## src/rtl/reg_bus_poller.sv

```systemverilog
// Read-only REG_BUS initiator: sweeps responder addresses 0..NUM_REGS-1 and mirrors them locally.
// Optional request timeout enabled by defining POLL_TIMEOUT_EN.

module reg_bus_poller_snap #(
  parameter int DATA_WIDTH = 32
) (
  input  logic                  clk_i,
  input  logic                  rstn_i,
  input  logic                  we_i,
  input  logic [DATA_WIDTH-1:0] d_i,
  output logic [DATA_WIDTH-1:0] q_o
);
  always_ff @(posedge clk_i or negedge rstn_i) begin
    if (!rstn_i)   q_o <= '0;
    else if (we_i) q_o <= d_i;
  end
endmodule

module reg_bus_poller #(
  parameter int ADDR_WIDTH  = 2,
  parameter int DATA_WIDTH  = 32,
  parameter int NUM_REGS    = 3,
  parameter int POLL_PERIOD = 1000,
  parameter int TIMEOUT     = 16
) (
  input  logic                           clk_i,
  input  logic                           rstn_i,
  input  logic                           enable_i,
  input  logic                           start_i,
  input  logic                           clear_i,
  output logic [ADDR_WIDTH-1:0]          reg_addr_o,
  output logic                           reg_write_o,
  output logic [DATA_WIDTH-1:0]          reg_wdata_o,
  output logic [DATA_WIDTH/8-1:0]        reg_wstrb_o,
  output logic                           reg_valid_o,
  input  logic [DATA_WIDTH-1:0]          reg_rdata_i,
  input  logic                           reg_ready_i,
  input  logic                           reg_error_i,
  output logic [NUM_REGS*DATA_WIDTH-1:0] snap_o,
  output logic                           sweep_done_o,
  output logic                           alarm_o,
  output logic                           err_o,
  output logic                           timeout_o,
  output logic [7:0]                     err_cnt_o
);
  localparam int PW = $clog2(POLL_PERIOD + 1);
  localparam logic [PW-1:0]         PLAST = PW'(POLL_PERIOD - 1);
  localparam logic [ADDR_WIDTH-1:0] ILAST = ADDR_WIDTH'(NUM_REGS - 1);

  if (NUM_REGS < 1 || NUM_REGS > (1 << ADDR_WIDTH) || POLL_PERIOD < 1 || TIMEOUT < 2)
    begin : g_bad_cfg
      $error("reg_bus_poller: illegal parameter combination");
    end

  typedef enum logic [2:0] {S_IDLE, S_WAIT, S_REQ, S_GAP, S_DONE} state_t;
  typedef struct packed {
    logic                  valid;
    logic [ADDR_WIDTH-1:0] addr;
  } req_t;

  state_t                state, state_nxt;
  req_t                  req;
  logic [ADDR_WIDTH-1:0] idx;
  logic [PW-1:0]         pcnt;
  logic                  rsp_ok, rsp_err, tmo_hit, err_ev;
  logic                  err_q, tmo_q;
  logic [7:0]            ecnt_q;
  logic [NUM_REGS-1:0][DATA_WIDTH-1:0] snap;

  // Error dominates ready; responses outside REQ are ignored.
  assign rsp_err = (state == S_REQ) && reg_error_i;
  assign rsp_ok  = (state == S_REQ) && reg_ready_i && !reg_error_i;
  assign err_ev  = rsp_err || tmo_hit;

`ifdef POLL_TIMEOUT_EN
  localparam int TW = $clog2(TIMEOUT + 1);
  logic [TW-1:0] tcnt;

  always_ff @(posedge clk_i or negedge rstn_i) begin
    if (!rstn_i)                                    tcnt <= '0;
    else if (state == S_REQ && state_nxt == S_REQ)  tcnt <= tcnt + 1'b1;
    else                                            tcnt <= '0;
  end

  assign tmo_hit = (state == S_REQ) && !reg_ready_i && !reg_error_i &&
                   (tcnt == TW'(TIMEOUT - 1));
`else
  assign tmo_hit = 1'b0;
`endif

  always_ff @(posedge clk_i or negedge rstn_i) begin
    if (!rstn_i) state <= S_IDLE;
    else         state <= state_nxt;
  end

  always_comb begin
    state_nxt = state;
    case (state)
      S_IDLE: if (start_i) state_nxt = S_REQ;
              else if (enable_i) state_nxt = S_WAIT;
      S_WAIT: if (start_i) state_nxt = S_REQ;
              else if (!enable_i) state_nxt = S_IDLE;
              else if (pcnt == PLAST) state_nxt = S_REQ;
      S_REQ:  if (rsp_ok || rsp_err || tmo_hit) state_nxt = S_GAP;
      S_GAP:  state_nxt = (idx == ILAST) ? S_DONE : S_REQ;
      S_DONE: state_nxt = enable_i ? S_WAIT : S_IDLE;
      default: state_nxt = S_IDLE;
    endcase
  end

  always_comb begin
    req.valid    = (state == S_REQ);
    req.addr     = idx;
    sweep_done_o = (state == S_DONE);
  end

  always_ff @(posedge clk_i or negedge rstn_i) begin
    if (!rstn_i) begin
      idx  <= '0;
      pcnt <= '0;
    end else begin
      if (state == S_GAP && idx != ILAST) idx <= idx + 1'b1;
      else if (state == S_DONE)           idx <= '0;
      // Period counter only runs in WAIT, so every WAIT entry starts from zero.
      pcnt <= (state == S_WAIT) ? pcnt + 1'b1 : '0;
    end
  end

  // Same-cycle clear and new error leaves the new error recorded.
  always_ff @(posedge clk_i or negedge rstn_i) begin
    if (!rstn_i) begin
      err_q  <= 1'b0;
      tmo_q  <= 1'b0;
      ecnt_q <= '0;
    end else begin
      if (rsp_err)      err_q <= 1'b1;
      else if (clear_i) err_q <= 1'b0;
      if (tmo_hit)      tmo_q <= 1'b1;
      else if (clear_i) tmo_q <= 1'b0;
      if (clear_i)                      ecnt_q <= err_ev ? 8'd1 : 8'd0;
      else if (err_ev && ecnt_q != 8'hFF) ecnt_q <= ecnt_q + 8'd1;
    end
  end

  for (genvar i = 0; i < NUM_REGS; i++) begin : g_snap
    reg_bus_poller_snap #(.DATA_WIDTH(DATA_WIDTH)) u_snap (
      .clk_i  (clk_i),
      .rstn_i (rstn_i),
      .we_i   (rsp_ok && idx == ADDR_WIDTH'(i)),
      .d_i    (reg_rdata_i),
      .q_o    (snap[i])
    );
  end

  assign reg_addr_o  = req.addr;
  assign reg_valid_o = req.valid;
  assign reg_write_o = 1'b0;
  assign reg_wdata_o = '0;
  assign reg_wstrb_o = '0;
  assign snap_o      = snap;
  assign alarm_o     = snap[0][0];
  assign err_o       = err_q;
  assign timeout_o   = tmo_q;
  assign err_cnt_o   = ecnt_q;
endmodule
```

## config.mk

```make
export PLATFORM = sky130hd
export DESIGN_NAME = reg_bus_poller
export DESIGN_NICKNAME = d
export VERILOG_FILES = /design/src/rtl/reg_bus_poller.sv
export SDC_FILE = /design/constraint.sdc
export NUM_CORES = 1
export LEC_CHECK = 0
export BUFFER_PORTS_ARGS = -buffer_cell sky130_fd_sc_hd__buf_2
export CORE_MARGIN = 4
export CORE_UTILIZATION = 50
export CTS_CLUSTER_DIAMETER = 150
export CTS_CLUSTER_SIZE = 16
export DETAILED_ROUTE_END_ITERATION = 7
export PLACE_DENSITY = 0.89
export SLEW_MARGIN = 40
export SYNTH_ARGS = -nofsm -noshare
export SYNTH_HDL_FRONTEND = slang
export SYNTH_SLANG_ARGS = --single-unit
export TNS_END_PERCENT = 50
```

## constraint.sdc

```tcl
create_clock -name clk_i -period 1.8 [get_ports clk_i]
set_clock_uncertainty 0.05 [all_clocks]
set_input_delay 0.27 -clock clk_i [delete_from_list [all_inputs] [get_ports clk_i]]
set_output_delay 0.27 -clock clk_i [all_outputs]
set_load 0.02 [all_outputs]
```

# After elaboration in Yosys (flattened, before gate mapping)
# Index checks and enable logic that the tools add are counted.
[op_classes]
add_sub_neg = 3
n_mul = 0
div_mod_pow = 0
n_lt_le_gt_ge = 0
eq_ne = 12
n_shift = 0
n_mux = 17
bitwise = 0
n_reduce_logical = 16
[op_table]
columns = ["cell", "count"]
rows = [
  ["$mux 3", 7],
  ["$mux 8", 2],
  ["$pmux 3 s5", 1],
  ["$add 10x1->10 const B", 1],
  ["$eq 10x10->1 const B", 1],
  ["$mux 10", 1],
  ["$add 8x1->8 const B", 1],
  ["$logic_and 1x1->1", 8],
  ["$ne 8x8->1 const B", 1],
  ["$eq 3x2->1 const B", 2],
  ["$reduce_bool 2->1", 3],
  ["$mux 1", 4],
  ["$mux 2", 2],
  ["$ne 4x4->1 const B", 1],
  ["$eq 3x1->1 const B", 1],
  ["$eq 3x3->1 const B", 1],
  ["$logic_not 3->1", 1],
  ["$ne 3x3->1 const B", 1],
  ["$reduce_and 3->1", 1],
  ["$add 2x1->2 const B", 1],
  ["$eq 2x1->1 const B", 1],
  ["$eq 2x2->1 const B", 1],
  ["$logic_not 2->1", 1],
  ["$ne 2x1->1 const B", 1],
  ["3 further kinds", 3],
]
[word_totals]
register_bits = 120
latchBits = 0
ramBits = 0
rom_bits = 0
inputBits = 39
wordCells = 56
n_memories = 0

# Depth between registers and ports, before layout
# Gate-level depths: netlist of the first run.
[logic_depth]
depth_word = 6
depth_mapped = 5
mapped_depth_nobuf = 5

# Modules after synthesis
# Synthesis of the first run repeated with hierarchy kept, for this count alone.
[hier_totals]
hier_cells = 377
hier_area_um2 = 5621.6
[modules_own_cells]
columns = ["module", "instances", "cells_each", "area_per_inst_um2"]
rows = [
  ["reg_bus_poller_snap", 3, 68, 1345.0],
  ["reg_bus_poller", 1, 173, 1586.5],
]

# Worst setup path before layout of the first run
# Ideal clock, no wire load.
[synth_timing]
path_type = "register to register"
start = "register state[0]"
end = "register g_snap[2].u_snap.q_o[6]"
setup_time_ns = 0.128
arrival_ns = 1.507
required_ns = 1.622
slack_ns = 0.115
stages_incl_launch_ff = 6
path_cell_list = "dfrtp_1 -> and2b_1 -> and2b_1 -> nand4b_4 -> buf_6 -> mux2_1"
[synth_via]
elab_chain_len = 4
[synth_lines]
columns = ["item", "line", "text"]
rows = [
  ["start, declared", "61", "state_t state, state_nxt;"],
  ["start signal, assigned", "93", "else state <= state_nxt;"],
  ["$eq 3x2->1", "-", ""],
  ["via reg_valid_o", "35", "output logic reg_valid_o,"],
  ["$logic_and 1x1->1 (2 in series)", "72", "assign rsp_ok = (state == S_REQ) && reg_ready_i && !reg_error_i;"],
  ["$logic_and 1x1->1", "149", ".we_i (rsp_ok && idx == ADDR_WIDTH'(i)),"],
  ["end signal, assigned", "15", "else if (we_i) q_o <= d_i;"],
  ["end, declared", "11", "output logic [DATA_WIDTH-1:0] q_o"],
]
# The timed path passes the listed nets, and every way through them passes these cells.
# A chain may end at the register's enable or synchronous reset.

# Worst setup path in the final report of the first run
[layout_timing]
start = "register state[1]"
end = "output port reg_valid_o"
[layout_via]
elab_chain_len = 1
[layout_lines]
columns = ["item", "line", "text"]
rows = [
  ["$eq 3x2->1", "112", "req.valid = (state == S_REQ);"],
  ["end, declared", "35", ""],
]
# Every way passes these cells.

==> run summary, run 1 <==
- **via count of the first global-routing pass** 3,823
- **Period Utilization, post-route** 0.978
- **non-filler cells, final** 729
- **DRC Markers** 0
- **post-route minimum period** 1.76 ns
- **worst hold path class** in -> reg
- **Peak supply drop** 1.29 mV
- **number of enable flip-flop cells after synthesis** 0
- **Iteration-0 DRC Markers** 190
- **most used flip-flop cell after synthesis** dfrtp_1
- **WL/cell** 17.2 um
- **FFs w/ async S/R, synth** 1.00
- **placed instance count** 661
- **kind of critical path** reg -> out
- **count of mapped cells out of synthesis** 382
- **number of top-level design ports** 187
- **chain of cells forming the critical path** and2b_1, and2b_2, buf_6
- **Post-Syn Area** 5180 um2
- **highest clock rate** 568 MHz
- **utilization of the core after routing** 0.706
- **sequential cell fraction of total power** 0.348
- **post-synthesis sequential area ratio** 0.579
- **root buf cell** clkbuf_8
- **layout overhead on the synthesized area** 35.6%
- **FF+latch count, synth** 120
- **count of buffers from port buffering** 148
- **slew margin rel.** 0.633
- **Core Area** 9950 um2
- **CP max FO** 2
- **clk slew on worst S/H paths** 0.06 ns
- **count of nets after finishing** 627
- **net switching power of the design** 0.00483 W
- **final worst setup slack** 0.0387 ns
- **max incr delay on CP** 0.40 ns
- **post-synthesis cell type count** 43
- **Worst setup SP type** flip-flop
- **width of the die** 110 um
- **number of nets with antenna violations after detailed routing** 0
- **data arrival time at the worst-slack endpoint** 1.44 ns
- **Post-DP HPWL** 8560 um
- **vias per cell** 5.03
- **GR Util All Layers** 0.210
- **grt ovf** 0
- **Total Negative Setup Slacks** 0 ns
- **final hold viol count** 0
- **internal power of the cells** 0.00803 W
- **number of synthesis warnings** 0
- **pre-CTS WS** 0.123 ns
- **count of max-cap constraint violations** 0
- **total power of the final layout** 0.0129 W
- **result of the run** finished, final reports clean
- **die footprint** 12,100 um2
- **final routed wirelength across all metal layers** 12,600 um
- **total CTS buffers** 17
- **setup repair after global routing missed its margin** true
- **starting density of the core** 0.521
- **CP required** 1.48 ns
- **iteration count of the initial detailed-routing pass** 4
- **CP Buf/Inv Count** 1
- **total of endpoints with negative setup slack in the final report** 0
- **LEAKAGE** 3.50 nW
- **number of sinks driven by the clock tree** 120
- **total number of vias** 3,667
- **first-pass GRT wire length** 19,400 um
- **die span in y** 110 um
- **Max H-tree Level** 4
- **switching share of total power** 0.376
- **largest net degree at the start of global routing** 41
- **kind of cell with the highest combined delay on the critical path** simple AND/OR/NAND/NOR gates
- **clock latency of the later-clocked register in the worst-skew pair** 0.50 ns
- **PD cells** 1830 nW/um2
- **Critical-path top delay cell** dfrtp_1
- **combinational share of power** 0.385
- **number of cell rows** 36
- **fraction of layout instances using a drive strength above 1** 0.495
- **final RePlAce weighted congestion** 0.822
- **clock tree from TritonCTS** yes
- **count of inserted antenna diode cells** 0
- **maximum clock insertion buffer count** 2
- **worst-margin pin slew** 0.550 ns
- **number of antenna violations at the first check in global routing** 0
- **crit path capture type** primary output
- **Syn Area/Cell** 13.6 um2
- **pins over their slew limit** 0
- **portion of total power attributed to the clock network** 0.267
## power by group through the flow
stage / combinational (W) / clock (W) / sequential, W
global placement: 0.00465 / 0 / 0.00439
finish: 0.00495 / 0.00344 / 0.00448
CTS: 0.00496 / 0.00350 / 0.00446
floorplan: 0.00171 / 0 / 0.00581
detailed placement: 0.00482 / 0 / 0.00450
global route: 0.00531 / 0.00363 / 0.00459
## worst paths after layout
kind	slack [ns]	cells after the start	from	to
min	0.06	3	start_i	state[1]$_DFFE_PN0P_
max in group asynchronous	0.84	3	rstn_i	g_snap[1].u_snap.q_o[25]$_DFFE_PN0P_
min in group asynchronous	0.27	2	rstn_i	g_snap[0].u_snap.q_o[11]$_DFFE_PN0P_
max	0.04	3	state[1]$_DFFE_PN0P_	reg_valid_o
min reg2reg	0.43	1	pcnt[0]$_DFF_PN0_	pcnt[0]$_DFF_PN0_
max reg2reg	0.09	5	state[1]$_DFFE_PN0P_	err_cnt_o[5]$_DFFE_PN0P_
## sequential cells by signal, summed over array words and instances (netlist names)
register and cells:
state 3, g_snap.u_snap.q_o 96, reg_addr_o 2, err_cnt_o 8, pcnt 10, err_o 1
## cells in the final DEF, fill, tap and decap left out, types with 4 or more instances in the layout
| master | netlist | routed |
|---|---|---|
| dfrtp_1 | 120 | 120 |
| buf_2 | 7 | 145 |
| mux2_2 | 95 | 95 |
| and3_1 | 4 | 4 |
| nand4_1 | 4 | 4 |
| clkbuf_16 | 0 | 16 |
| conb_1 | 1 | 38 |
| nand2_1 | 9 | 9 |
| nor3_1 | 9 | 9 |
| ha_1 | 5 | 5 |
| nand3_1 | 6 | 6 |
| buf_4 | 39 | 8 |
| a21oi_1 | 8 | 8 |
| dlygate4sd3_1 | 0 | 35 |
| nor2_1 | 21 | 20 |
| buf_12 | 0 | 6 |
| xnor2_1 | 7 | 7 |
| inv_6 | 0 | 5 |
## metrics by stage
step	area [um2]	hold WS, ns
5_1_grt	7030	0.0732
3_5_place_dp	6030	0.241
2_1_floorplan	5320	-0.0756
3_3_place_gp	6030	0.232
6_report	7030	0.0577
4_1_cts	7010	0.0294
## what timing repair did
action | CTS | global route
hold buffers | 35 | 0
endpoints found under the setup margin | 2 | 3
buffers inserted | 1 | 0
endpoints found under the hold margin | 140 | 0
gates resized for setup | 5 | 4
gates cloned | 0 | 0
## final cells by class
| cell class | instances | area, um2 |
|---|---|---|
| clock buffers | 18 | 418 |
| clock inverters | 14 | 189 |
| fillers | 642 | 2930 |
| inverters | 3 | 11.3 |
| multi-input cells | 244 | 1950 |
| flip-flops and latches | 120 | 3000 |
| well taps | 133 | 166 |
| repair buffers | 197 | 1290 |
## synthesized netlist by cell type, drive strengths merged (2+ instances only)
cell / n / area, um2
nor2: 21 / 78.8
a21oi: 8 / 40.0
nand4: 4 / 25.0
a311oi: 2 / 17.5
xor2: 2 / 17.5
nor3: 9 / 45.0
ha: 5 / 62.6
dfrtp: 120 / 3000
nor4: 3 / 18.8
a2111oi: 2 / 30.0
nor2b: 2 / 12.5
o21ai: 3 / 15.0
and3: 4 / 25.0
buf: 50 / 365
nor3b: 3 / 22.5
nand3: 6 / 30.0
mux2: 96 / 1080
nand2b: 2 / 12.5
clkbuf: 2 / 7.51
xnor2: 7 / 61.3
o21bai: 2 / 15.0
nand2: 9 / 33.8
and2b: 2 / 15.0
inv: 3 / 11.3
## per-layer routing
| layer | vias up | share of wire | GRT usage |
|---|---|---|---|
| met3 | 10 | 0.050 | 0.0487 |
| met1 | 1833 | 0.39 | 0.235 |
| met4 | 0 | 0.0084 | 0.0650 |
| met2 | 147 | 0.56 | 0.392 |
| met5 | - | 0 | 0 |
| li1 | 1677 | - | - |
## tightest hold or removal path, cell delays in order
cell	delay, ns
buf_2	0.11
nor4b_1	0.06
o22ai_1	0.11
## cells by family after synthesis
logic type / synth area share
xor gates and xnor gates: 0.0152
and+or+nand+nor: 0.0763
AOI/OAI and AO/OA: 0.0319
buffers and inverters: 0.0741
muxes: 0.210
adders and majority gates: 0.0121
DFF: 0.579
other: 0.000723
(Power assumes the default switching activity.)
==> run 2, diff against run 1 <==
--- a/constraint.sdc
+++ b/constraint.sdc
@@ -4,2 +4,2 @@
 set_output_delay 0.27 -clock clk_i [all_outputs]
-set_load 0.02 [all_outputs]
+set_load 0.1 [all_outputs]
==> run 2 against run 1 <==
Design area down 0.53%. Die area stayed put. Non-clock buffer count up 2. Flip-flop and latch count unchanged. Highest routed layer unchanged.
==> run summary, run 2 (same netlist as run 1, synthesis figures left out) <==
- **final RePlAce weighted congestion** 0.860
- **clk slew on worst S/H paths** 0.06 ns
- **CP required** 1.48 ns
- **count of inserted antenna diode cells** 0
- **number of cell rows** 36
- **Fin Hold WS** 0.0745 ns
- **total number of vias** 3,675
- **data arrival time at the worst-slack endpoint** 1.48 ns
- **number of top-level design ports** 187
- **total of endpoints with negative setup slack in the final report** 0
- **setup repair after global routing missed its margin** true
- **pins over their slew limit** 0
- **clock latency of the later-clocked register in the worst-skew pair** 0.50 ns
- **count of nets after finishing** 629
- **total stage count of the critical path** 4
- **final worst setup slack** 0.00181 ns
- **worst hold path class** in -> reg
- **WL/cell** 16.5 um
- **number of cells on the worst hold path** 3
- **via count of the first global-routing pass** 3,687
- **count of buffers from port buffering** 148
- **Max H-tree Level** 4
- **CP Buf/Inv Count** 2
- **Core Area** 9950 um2
- **commonest non-fill, non-tap cells in the layout** 145 x buf_2, 110 x dfrtp_1, 95 x mux2_2
- **Critical-path top delay cell** dfrtp_1
- **worst reg2reg path startpoint** state[1]$_DFFE_PN0P_
- **first-pass GRT wire length** 18,500 um
- **Period Utilization, post-route** 0.999
- **iteration count of the initial detailed-routing pass** 4
- **grt ovf** 0
- **final hold viol count** 0
- **die footprint** 12,100 um2
- **post-route minimum period** 1.80 ns
- **startpoint of the tightest hold check path** start_i
- **crit path capture type** primary output
- **chain of cells forming the critical path** buf_6, nand2b_4, nor2_4, buf_12
- **CP max FO** 2
- **layout overhead on the synthesized area** 34.9%
- **Worst setup SP type** flip-flop
- **number of sinks driven by the clock tree** 120
- **start point of the critical path** state[1]$_DFFE_PN0P_
- **maximum clock insertion buffer count** 2
- **pre-CTS WS** 0.0993 ns
- **largest net degree at the start of global routing** 68
- **highest clock rate** 556 MHz
- **DRC Markers** 0
- **max reg flops** 96
- **slew margin rel.** 0.662
- **Iteration-0 DRC Markers** 167
- **number of antenna violations at the first check in global routing** 0
- **count of max-cap constraint violations** 0
- **width of the die** 110 um
- **final routed wirelength across all metal layers** 12,100 um
- **starting density of the core** 0.521
- **kind of critical path** reg -> out
- **Post-DP HPWL** 8310 um
- **max incr delay on CP** 0.39 ns
- **total CTS buffers** 17
- **most common library cell in the layout ignoring fill and taps** buf_2
- **GR Util All Layers** 0.202
- **fraction of layout instances using a drive strength above 1** 0.521
- **root buf cell** clkbuf_8
- **clock tree from TritonCTS** yes
- **worst-margin pin slew** 0.511 ns
- **fill cell count** 658
- **Register-to-Register Path Depth** 5
- **die span in y** 110 um
- **kind of cell with the highest combined delay on the critical path** flip-flops
- **vias per cell** 5.03
- **largest register by flop count** g_snap.u_snap.q_o
- **number of nets with antenna violations after detailed routing** 0
- **result of the run** finished, final reports clean
[run 2: cell count changes in the layout (fill, tap and decap cells not counted), moves of 2 or more]
cell       previous run  this run
bufinv_16             3         1
dfrtp_1             120       110
inv_8                 2         0
buf_4                 8        12
inv_6                 5         3
dfrtp_4               0         2
dfrtp_2               0         8
clkinv_2              0         4
[run 2: layout make-up]
| class | count | area (um2) | area share |
|---|---|---|---|
| clock buffers | 17 | 414 | 0.0592 |
| clock inverters | 14 | 125 | 0.0179 |
| inverters | 3 | 11.3 | 0.00161 |
| multi-input cells | 244 | 1970 | 0.281 |
| flip-flops and latches | 120 | 3020 | 0.432 |
| well taps | 133 | 166 | 0.0238 |
| repair buffers | 199 | 1290 | 0.184 |
[run 2: metrics by stage]
stage | utilization | setup TNS [ns] | instance area, um2 | instances
4_1_cts | 0.700 | -0.0391 | 6970 | 728
5_1_grt | 0.702 | -0.0701 | 6990 | 730
2_1_floorplan | - | -0.131 | 5350 | 419
6_report | 0.702 | 0 | 6990 | 730
3_3_place_gp | 0.607 | 0 | 6040 | 659
3_5_place_dp | 0.607 | 0 | 6040 | 659
[run 2: path summary, 6_finish.rpt]
kind	slack, ns	end
min in group asynchronous	0.14	g_snap[0].u_snap.q_o[4]$_DFFE_PN0P_
min	0.07	state[1]$_DFFE_PN0P_
min reg2reg	0.43	pcnt[0]$_DFF_PN0_
max	0.002	sweep_done_o
max reg2reg	0.09	g_snap[2].u_snap.q_o[16]$_DFFE_PN0P_
max in group asynchronous	0.95	pcnt[0]$_DFF_PN0_
[run 2: per-layer routing]
layer | part of all wire | track usage
met2 | 0.54 | 0.364
met4 | 0.020 | 0.0846
met1 | 0.38 | 0.227
met5 | 0 | 0
met3 | 0.059 | 0.0482
[run 2: worst reg2reg max path, cell delays in order (launching register included)]
cell and delay [ns]:
dfrtp_1 0.39, and2b_2 0.21, and2b_4 0.18, nand4b_4 0.08, buf_4 0.29, mux2_2 0.40
[run 2: repair_timing]
action,CTS,global route
hold endpoints to repair,217,0
setup buffers,3,2
pin swaps,1,1
hold buffers,35,0
endpoints found under the setup margin,2,4
gates resized for setup,5,1
Power of run 2 is not shown: default switching activity piles up to over one toggle a cycle in this logic, so the estimate is an artifact.
